<file path="config.mk">
export PLATFORM = sky130hd
export DESIGN_NAME = alu_share_ctrl
export DESIGN_NICKNAME = d
export VERILOG_FILES = /design/src/rtl/alu_share_pkg.sv /design/src/rtl/alu_share_ctrl_rr_arb2.sv /design/src/rtl/alu_share_ctrl.sv
export SDC_FILE = /design/constraint.sdc
export NUM_CORES = 1
export LEC_CHECK = 0
export CAP_MARGIN = 20
export CORE_ASPECT_RATIO = 2
export CORE_UTILIZATION = 42
export CTS_BUF_LIST = sky130_fd_sc_hd__clkbuf_4 sky130_fd_sc_hd__clkbuf_8 sky130_fd_sc_hd__clkbuf_16
export CTS_CLUSTER_SIZE = 30
export DETAILED_ROUTE_END_ITERATION = 6
export PLACE_DENSITY_LB_ADDON = 0.2
export SYNTH_ARGS = -nofsm -noshare
export SYNTH_HDL_FRONTEND = slang
export SYNTH_SLANG_ARGS = --single-unit
</file>
<file path="constraint.sdc">
create_clock -name clk -period 4.4 [get_ports clk]
set_clock_uncertainty 0.1 [all_clocks]
set_input_delay 0.66 -clock clk [delete_from_list [all_inputs] [get_ports clk]]
set_output_delay 0.66 -clock clk [all_outputs]
set_load 0.02 [all_outputs]
</file>
<file path="src/rtl/alu_share_pkg.sv">
// Shared types and opcode constants for the two-requester add/sub sequencer.
// Optional feature macro used by alu_share_ctrl: ALU_SHARE_STICKY_OVF_EN.
package alu_share_pkg;

   localparam int N = 32;

   typedef enum logic [1:0] {
      IDLE = 2'd0,
      EXEC = 2'd1,
      RESP = 2'd2
   } state_t;

   localparam logic [1:0] REQ_OP_RSVD = 2'b00;
   localparam logic [1:0] REQ_OP_SADD = 2'b01;
   localparam logic [1:0] REQ_OP_UADD = 2'b10;
   localparam logic [1:0] REQ_OP_SUB  = 2'b11;

   localparam logic [4:0] DP_OP_NOP  = 5'b00000;
   localparam logic [4:0] DP_OP_SADD = 5'b00001;
   localparam logic [4:0] DP_OP_UADD = 5'b00010;
   localparam logic [4:0] DP_OP_SUB  = 5'b00011;

   typedef struct packed {
      logic       err;
      logic [4:0] aluop;
   } op_map_t;

   // Reserved request opcode drives a NOP onto the datapath and flags an error.
   function automatic op_map_t map_op(input logic [1:0] op);
      op_map_t m;
      m.err   = 1'b0;
      m.aluop = DP_OP_NOP;
      case (op)
         REQ_OP_SADD: m.aluop = DP_OP_SADD;
         REQ_OP_UADD: m.aluop = DP_OP_UADD;
         REQ_OP_SUB:  m.aluop = DP_OP_SUB;
         default:     m.err   = 1'b1;
      endcase
      return m;
   endfunction

endpackage

</file>
<file path="src/rtl/alu_share_ctrl_rr_arb2.sv">
// Two-way round-robin arbiter: combinational one-hot grant, registered
// last-grant pointer that starts at 1 so requester 0 wins the first tie.
module rr_arb2 (
   input  logic       clk,
   input  logic       rst_n,
   input  logic [1:0] valid,
   input  logic       update,
   output logic [1:0] grant
);

   logic last_reg;

   always_comb begin
      grant = valid;
      if (valid == 2'b11) begin
         grant = last_reg ? 2'b01 : 2'b10;
      end
   end

   always_ff @(posedge clk or negedge rst_n) begin
      if (!rst_n) begin
         last_reg <= 1'b1;
      end else if (update && (grant != 2'b00)) begin
         last_reg <= grant[1];
      end
   end

endmodule

</file>
<file path="src/rtl/alu_share_ctrl.sv">
// Sequencer sharing one add/sub datapath between two valid/ready requesters.
// Define ALU_SHARE_STICKY_OVF_EN to enable the sticky overflow flag.
module alu_share_ctrl
   import alu_share_pkg::*;
(
   input  logic         clk,
   input  logic         rst_n,
   input  logic         req0_valid,
   output logic         req0_ready,
   input  logic [1:0]   req0_op,
   input  logic [N-1:0] req0_a,
   input  logic [N-1:0] req0_b,
   input  logic         req1_valid,
   output logic         req1_ready,
   input  logic [1:0]   req1_op,
   input  logic [N-1:0] req1_a,
   input  logic [N-1:0] req1_b,
   output logic [N-1:0] dp_a,
   output logic [N-1:0] dp_b,
   output logic [4:0]   dp_aluop,
   input  logic [N-1:0] dp_sum,
   input  logic         dp_cout,
   input  logic         dp_neg,
   input  logic         dp_ovf,
   input  logic         dp_zero,
   output logic         resp_valid,
   input  logic         resp_ready,
   output logic         resp_id,
   output logic [N-1:0] resp_result,
   output logic         resp_cout,
   output logic         resp_neg,
   output logic         resp_ovf,
   output logic         resp_zero,
   output logic         resp_err,
   output logic         busy,
   output logic         sticky_ovf,
   input  logic         sticky_clr
);

   state_t         state_reg, state_next;
   logic [1:0]     req_valid, grant, req_ready;
   logic           grant_en, sel;
   logic [1:0]     op_sel;
   logic [N-1:0]   a_sel, b_sel;
   op_map_t        map_sel;

   logic [N-1:0]   dp_a_reg, dp_b_reg, resp_result_reg;
   logic [4:0]     dp_aluop_reg;
   logic           id_reg, err_reg;
   logic           resp_id_reg, resp_err_reg;
   logic           resp_cout_reg, resp_neg_reg, resp_ovf_reg, resp_zero_reg;

   assign req_valid = {req1_valid, req0_valid};
   assign grant_en  = (state_reg == IDLE);

   rr_arb2 u_arb (
      .clk    (clk),
      .rst_n  (rst_n),
      .valid  (req_valid),
      .update (grant_en),
      .grant  (grant)
   );

   generate
      for (genvar gi = 0; gi < 2; gi++) begin : g_ready
         assign req_ready[gi] = grant_en & grant[gi];
      end
   endgenerate

   assign req0_ready = req_ready[0];
   assign req1_ready = req_ready[1];

   assign sel     = grant[1];
   assign op_sel  = sel ? req1_op : req0_op;
   assign a_sel   = sel ? req1_a  : req0_a;
   assign b_sel   = sel ? req1_b  : req0_b;
   assign map_sel = map_op(op_sel);

   always_comb begin
      state_next = state_reg;
      case (state_reg)
         IDLE:    if (req_valid != 2'b00) state_next = EXEC;
         EXEC:    state_next = RESP;
         RESP:    if (resp_ready) state_next = IDLE;
         default: state_next = IDLE;
      endcase
   end

   always_ff @(posedge clk or negedge rst_n) begin
      if (!rst_n) begin
         state_reg <= IDLE;
      end else begin
         state_reg <= state_next;
      end
   end

   // Operands are sampled only on the grant edge; they hold otherwise.
   always_ff @(posedge clk or negedge rst_n) begin
      if (!rst_n) begin
         dp_a_reg     <= '0;
         dp_b_reg     <= '0;
         dp_aluop_reg <= DP_OP_NOP;
         id_reg       <= 1'b0;
         err_reg      <= 1'b0;
      end else if (req_ready != 2'b00) begin
         dp_a_reg     <= a_sel;
         dp_b_reg     <= b_sel;
         dp_aluop_reg <= map_sel.aluop;
         id_reg       <= sel;
         err_reg      <= map_sel.err;
      end
   end

   always_ff @(posedge clk or negedge rst_n) begin
      if (!rst_n) begin
         resp_result_reg <= '0;
         resp_cout_reg   <= 1'b0;
         resp_neg_reg    <= 1'b0;
         resp_ovf_reg    <= 1'b0;
         resp_zero_reg   <= 1'b0;
         resp_id_reg     <= 1'b0;
         resp_err_reg    <= 1'b0;
      end else if (state_reg == EXEC) begin
         resp_result_reg <= err_reg ? '0 : dp_sum;
         resp_cout_reg   <= ~err_reg & dp_cout;
         resp_neg_reg    <= ~err_reg & dp_neg;
         resp_ovf_reg    <= ~err_reg & dp_ovf;
         resp_zero_reg   <= ~err_reg & dp_zero;
         resp_id_reg     <= id_reg;
         resp_err_reg    <= err_reg;
      end
   end

`ifdef ALU_SHARE_STICKY_OVF_EN
   logic sticky_ovf_reg;

   // Set takes priority over a same-edge clear.
   always_ff @(posedge clk or negedge rst_n) begin
      if (!rst_n) begin
         sticky_ovf_reg <= 1'b0;
      end else if ((state_reg == EXEC) && !err_reg && dp_ovf) begin
         sticky_ovf_reg <= 1'b1;
      end else if (sticky_clr) begin
         sticky_ovf_reg <= 1'b0;
      end
   end

   assign sticky_ovf = sticky_ovf_reg;
`else
   logic unused_sticky_clr;
   assign unused_sticky_clr = sticky_clr;
   assign sticky_ovf        = 1'b0;
`endif

   assign dp_a        = dp_a_reg;
   assign dp_b        = dp_b_reg;
   assign dp_aluop    = dp_aluop_reg;
   assign resp_valid  = (state_reg == RESP);
   assign resp_id     = resp_id_reg;
   assign resp_result = resp_result_reg;
   assign resp_cout   = resp_cout_reg;
   assign resp_neg    = resp_neg_reg;
   assign resp_ovf    = resp_ovf_reg;
   assign resp_zero   = resp_zero_reg;
   assign resp_err    = resp_err_reg;
   assign busy        = (state_reg != IDLE);

endmodule

</file>
==> impl_metrics.py, run 1 <==
metrics = {
    "run_status": {
        "status": "complete, no violations",
    },
    "route": {
        "first_pass_iters": 4,
        "via_per_inst": 4.90,
        "wirelength_mm": 14.0,
        "wl_per_cell_um": 17.0,
        "antenna_left": 0,
        "drt_iter0_drc": 110,
        "vias": 4031,
        "drc": 0,
    },
    "setup_path": {
        "worstPathCellList": "clkdlybuf4s50_1 > a21boi_4 > and2_1 > clkdlybuf4s50_1",
        "critPathSlowestCell": "clkdlybuf4s50_1",
        "required_ns": 3.64,
        "cpMostUsedCell": "clkdlybuf4s50_1",
        "critPathKind": "input pin to primary output",
        "cp-startpoint": "req1_valid",
        "critPathLaunchType": "input pin",
        "cpPeakStageDelay_ns": 0.62,
        "cp_data_arrival_time_ns": 2.21,
        "endpoint_kind": "primary output",
        "worstReg2RegStart": "u_arb.last_reg",
        "path_max_fanout": 4,
    },
    "floorplanning": {
        "fp.dieArea_um2": 12800,
        "core-area_um2": 12100,
        "ios": 286,
        "die_h_um": 159,
        "start_util_pct": 43.0,
        "die_x_um": 80.6,
        "fp-row-count": 57,
    },
    "synth": {
        "ys_seq_elements": 109,
        "ys_types": 22,
        "synthArstFlopShare_pct": 100,
        "syn_area_um2": 5180,
        "seq_area_frac_synth_pct": 52.6,
        "syn_inst": 402,
        "synth_edf_count": 0,
        "synth_flop_cell": "dfrtp_1",
        "syn_avg_cell_area_um2": 12.9,
        "yosysWarningCount": 0,
    },
    "worst_hold_path": {
        "hold_path_startpoint": "resp_result[24]",
        "holdCritPathClass": "flop to flop",
    },
    "placed_design": {
        "dpl_cell_area_um2": 8050,
        "post-dp-hpwl_mm": 10.6,
        "place_congestion": 0.771,
        "portBuffers": 280,
        "dp_cells": 805,
    },
    "grt": {
        "grt_max_degree": 76,
        "track_usage_pct": 22.6,
        "grt_first_pass_wirelength_mm": 22.0,
        "overflow": 0,
        "antenna_found_initial": 1,
        "grt_pass1_vias": 4460,
    },
    "cells_and_area": {
        "drive_gt1_share_pct": 24.0,
        "stdcell_count": 823,
        "final_util_pct": 69.5,
        "design_area_um2": 8380,
        "fin_nets": 844,
        "area_growth_syn_to_layout_pct": 61.5,
        "fill_cells": 907,
    },
    "clocking": {
        "clock-sinks": 109,
        "cts_tree": "done",
        "clk_pin_slew_ns": 0.06,
        "cts.path.max_buffers": 2,
        "cts_setup_buffers": 0,
        "cts_resized": 0,
        "ctsRootBufferMaster": "clkbuf_16",
        "clk_latency_ns": 0.34,
        "cts_max_level": 3,
        "postCtsHoldBufs": 1,
        "numCtsBuffers": 9,
    },
    "power": {
        "peakVddDrop_mv": 0.521,
        "p_total_w": 0.00567,
        "power_density_nw_per_um2": 677,
        "p_leak_nw": 3.51,
    },
    "sta": {
        "setup-tns-final_ns": 0,
        "final_hold_viol_count": 0,
        "slew_headroom_pct": 33.9,
        "worst_pin_slew_ns": 0.991,
        "rsz0062_at_grt": "false",
        "fin_crit_sh_pct": 67.5,
        "setup_viol_count_final": 0,
        "final-max-slew-violation-count": 0,
        "min_period_ns": 2.97,
        "fmax_ghz": 0.337,
    },
    "run": {
        "maxCapViolCount": 0,
    },
}
## worst max-delay path: cells and delay by family
family | cells | cell delay [ns]
compound gates | 1 | 0.21
simple gates | 1 | 0.16
buf+inv | 2 | 1.19
## synth_stat cells (all sizes together), types with 2 or more instances
cell type  number  share of area, %
nor2            3              0.27
nand2b         38               4.6
buf            20               2.7
clkbuf         11              0.80
nand2          37               2.7
a21oi           2              0.19
o21ai          37               3.6
inv             3              0.22
mux2          136                32
dfrtp         108                52
## final timing paths
path | end | slack [ns] | depth (start not counted)
max in group asynchronous | resp_result[26] | 2.56 | 3
worst min-delay path | resp_result[24] | 0.38 | 2
worst max-delay path | req1_ready | 1.43 | 4
min in group asynchronous | dp_a[29] | 0.54 | 2
worst min register to register | resp_result[24] | 0.38 | 2
worst max register to register | dp_a[25] | 2.15 | 4
## cell families after synthesis
family          Yosys count  synth area share (%)
other cells               1                0.0723
buf+inv                  34                  3.69
compound gates           43                  4.39
mux                     136                  31.6
simple gates             79                  7.65
flops                   109                  52.6
## per-layer routing
metal  track usage [%]  share of wire (%)
met2              41.4                 54
met4              12.3                4.6
met3              4.70                6.9
met1              22.8                 34
met5                 0                  0
## power breakdown
group	internal (W)	switching (W)
Clock	0.000482	0.000356
Combinational	0.00162	0.00141
Sequential	0.00151	0.000293
## layout by cell type, fill, tap and decap left out, types with 2 or more instances in the layout
| master | n |
|---|---|
| clkbuf_8 | 2 |
| dfrtp_1 | 108 |
| mux2_2 | 108 |
| nand2b_1 | 37 |
| conb_1 | 4 |
| a21oi_1 | 2 |
| clkbuf_16 | 9 |
| o21ai_0 | 37 |
| nor2_1 | 2 |
| nand2_1 | 37 |
| mux2_4 | 28 |
| inv_1 | 3 |
| buf_4 | 5 |
| clkdlybuf4s50_1 | 279 |
## stage by stage
step	hold WS, ns	setup WS (ns)
floorplan	0.264	2.20
global placement	0.352	1.34
detailed placement	0.353	1.26
CTS	0.384	1.43
global route	0.408	1.37
finish	0.382	1.43
## layout make-up
cell class,count,area [um^2],area share (%)
tap,147,184,2.20
clock inverter,4,55.1,0.657
timing repair buffer,285,2840,33.9
multi-input combinational,262,2290,27.4
sequential,109,2730,32.6
clock buffer,12,260,3.11
inverter,3,11.3,0.134
antenna,1,2.50,0.0299
Power figures use the tool's default switching activity.
==> run 2: changes to the inputs <==
- CORE_UTILIZATION: 42 -> 39
- clock period: 4.4 -> 2.95 ns (I/O delays scaled with it)
==> impl_metrics.py, run 2 (synthesis gave the netlist of run 1 again) <==
metrics = {
    "sta": {
        "setup_viol_count_final": 0,
        "setup-tns-final_ns": 0,
        "final-max-slew-violation-count": 0,
        "rsz0062_at_grt": "false",
        "final_hold_viol_count": 0,
        "worst_pin_slew_ns": 0.975,
        "fin_crit_sh_pct": 87.2,
        "min_period_ns": 2.57,
        "fmax_ghz": 0.389,
        "slew_headroom_pct": 35.0,
    },
    "route": {
        "drc": 0,
        "via_per_inst": 4.85,
        "antenna_left": 0,
        "drt_iter0_drc": 132,
        "wl_per_cell_um": 17.0,
        "first_pass_iters": 4,
        "vias": 4017,
        "wirelength_mm": 14.1,
    },
    "floorplanning": {
        "die_h_um": 165,
        "ios": 286,
        "start_util_pct": 39.9,
        "core-area_um2": 13000,
        "fp.dieArea_um2": 13800,
        "die_x_um": 83.5,
        "fp-row-count": 59,
    },
    "clocking": {
        "numCtsBuffers": 9,
        "cts_tree": "done",
        "cts_setup_buffers": 0,
        "cts.path.max_buffers": 2,
        "clk_pin_slew_ns": 0.07,
        "clock-sinks": 109,
        "ctsRootBufferMaster": "clkbuf_16",
        "cts_max_level": 3,
        "cts_resized": 0,
        "postCtsHoldBufs": 0,
        "clk_latency_ns": 0.33,
    },
    "run": {
        "maxCapViolCount": 0,
    },
    "cells_and_area": {
        "stdcell_count": 829,
        "area_growth_syn_to_layout_pct": 63.1,
        "fill_cells": 1040,
        "drive_gt1_share_pct": 24.4,
        "mostFrequentLayoutCell": "clkdlybuf4s50_1",
        "final_util_pct": 65.1,
        "fin_nets": 846,
        "antennaDiodeCount": 0,
        "layout_common_cells": "clkdlybuf4s50_1 (279), mux2_2 (108), dfrtp_1 (108)",
    },
    "grt": {
        "grt_pass1_vias": 4182,
        "track_usage_pct": 20.6,
        "gr-usage-met1_pct": 21.7,
        "grt_first_pass_wirelength_mm": 21.8,
        "antenna_found_initial": 0,
        "met2_usage_pct": 38.8,
        "grt_max_degree": 57,
        "top_usage_layer": "met2",
        "grt_use_met3_pct": 5.07,
        "overflow": 0,
    },
    "placed_design": {
        "place_congestion": 0.802,
        "portBuffers": 280,
        "post-dp-hpwl_mm": 11.1,
        "dp_cells": 813,
    },
    "setup_path": {
        "critPathKind": "input pin to primary output",
        "endpoint_kind": "primary output",
        "cp_data_arrival_time_ns": 2.03,
        "critPathLaunchType": "input pin",
        "r2r-end": "dp_a[11]",
        "worstReg2RegStart": "state_reg[1]",
        "path_max_fanout": 4,
        "required_ns": 2.41,
        "r2r_cells": 4,
        "rrSetupSlack_ns": 1.09,
    },
    "power": {
        "p_leak_nw": 3.54,
        "power_density_nw_per_um2": 1010,
        "peakVddDrop_mv": 0.592,
    },
    "worst_hold_path": {
        "holdCritPathClass": "input pin to async pin",
    },
    "run_status": {
        "status": "complete, no violations",
    },
}
run 2: cell count changes in the layout (fill, tap and decap cells not counted):
cell           change
buf_12             +4
buf_4              -1
bufinv_16          +1
clkbuf_8           -1
clkinvlp_4         +1
diode_2            -1
dlygate4sd3_1      -1
inv_6              -1
run 2: area by class of cell:
type | instances | area (um^2) | area share [%]
Multi-Input combinational cell | 262 | 2290 | 27.1
Tap cell | 152 | 190 | 2.25
Clock inverter | 5 | 83.8 | 0.991
Inverter | 3 | 11.3 | 0.133
Clock buffer | 11 | 246 | 2.91
Timing Repair Buffer | 287 | 2900 | 34.3
Sequential cell | 109 | 2730 | 32.3
run 2: per-layer routing:
metal,vias to the layer above,share of wire [%]
met3,27,5.6
met5,-,0
met1,1915,35
li1,1904,-
met4,0,3.2
met2,171,56
run 2: per-stage QoR:
stage / instance area (um^2) / hold slack, ns / setup slack (ns) / total power, W
after floorplan: 5200 / 0.0469 / 1.18 / 0.00518
after global placement: 8130 / 0.361 / 0.381 / 0.00724
after detailed placement: 8130 / 0.373 / 0.380 / 0.00736
after CTS: 8460 / 0.0802 / 0.364 / 0.00869
after global routing: 8460 / 0.112 / 0.313 / 0.00906
final: 8460 / 0.0544 / 0.378 / 0.00857
run 2: worst max-delay path, cell delays in order:
cell and delay, ns:
clkdlybuf4s50_1 0.54, a21boi_4 0.25, and2_1 0.17, clkdlybuf4s50_1 0.62
run 2: power breakdown:
group	switching [W]	internal, W
logic	0.00212	0.00246
registers	0.000442	0.00225
clock network	0.000523	0.000778
total	0.00308	0.00549
run 2: how the worst max path moves through the flow:
stage | startpoint | end | slack (ns)
5_1_grt | req1_valid | req1_ready | 0.31
2_1_floorplan | req1_valid | req1_ready | 1.18
6_report | req1_valid | req1_ready | 0.38
4_1_cts | req1_valid | req1_ready | 0.36
3_5_place_dp | req1_valid | req1_ready | 0.38
3_3_place_gp | req1_valid | req1_ready | 0.38
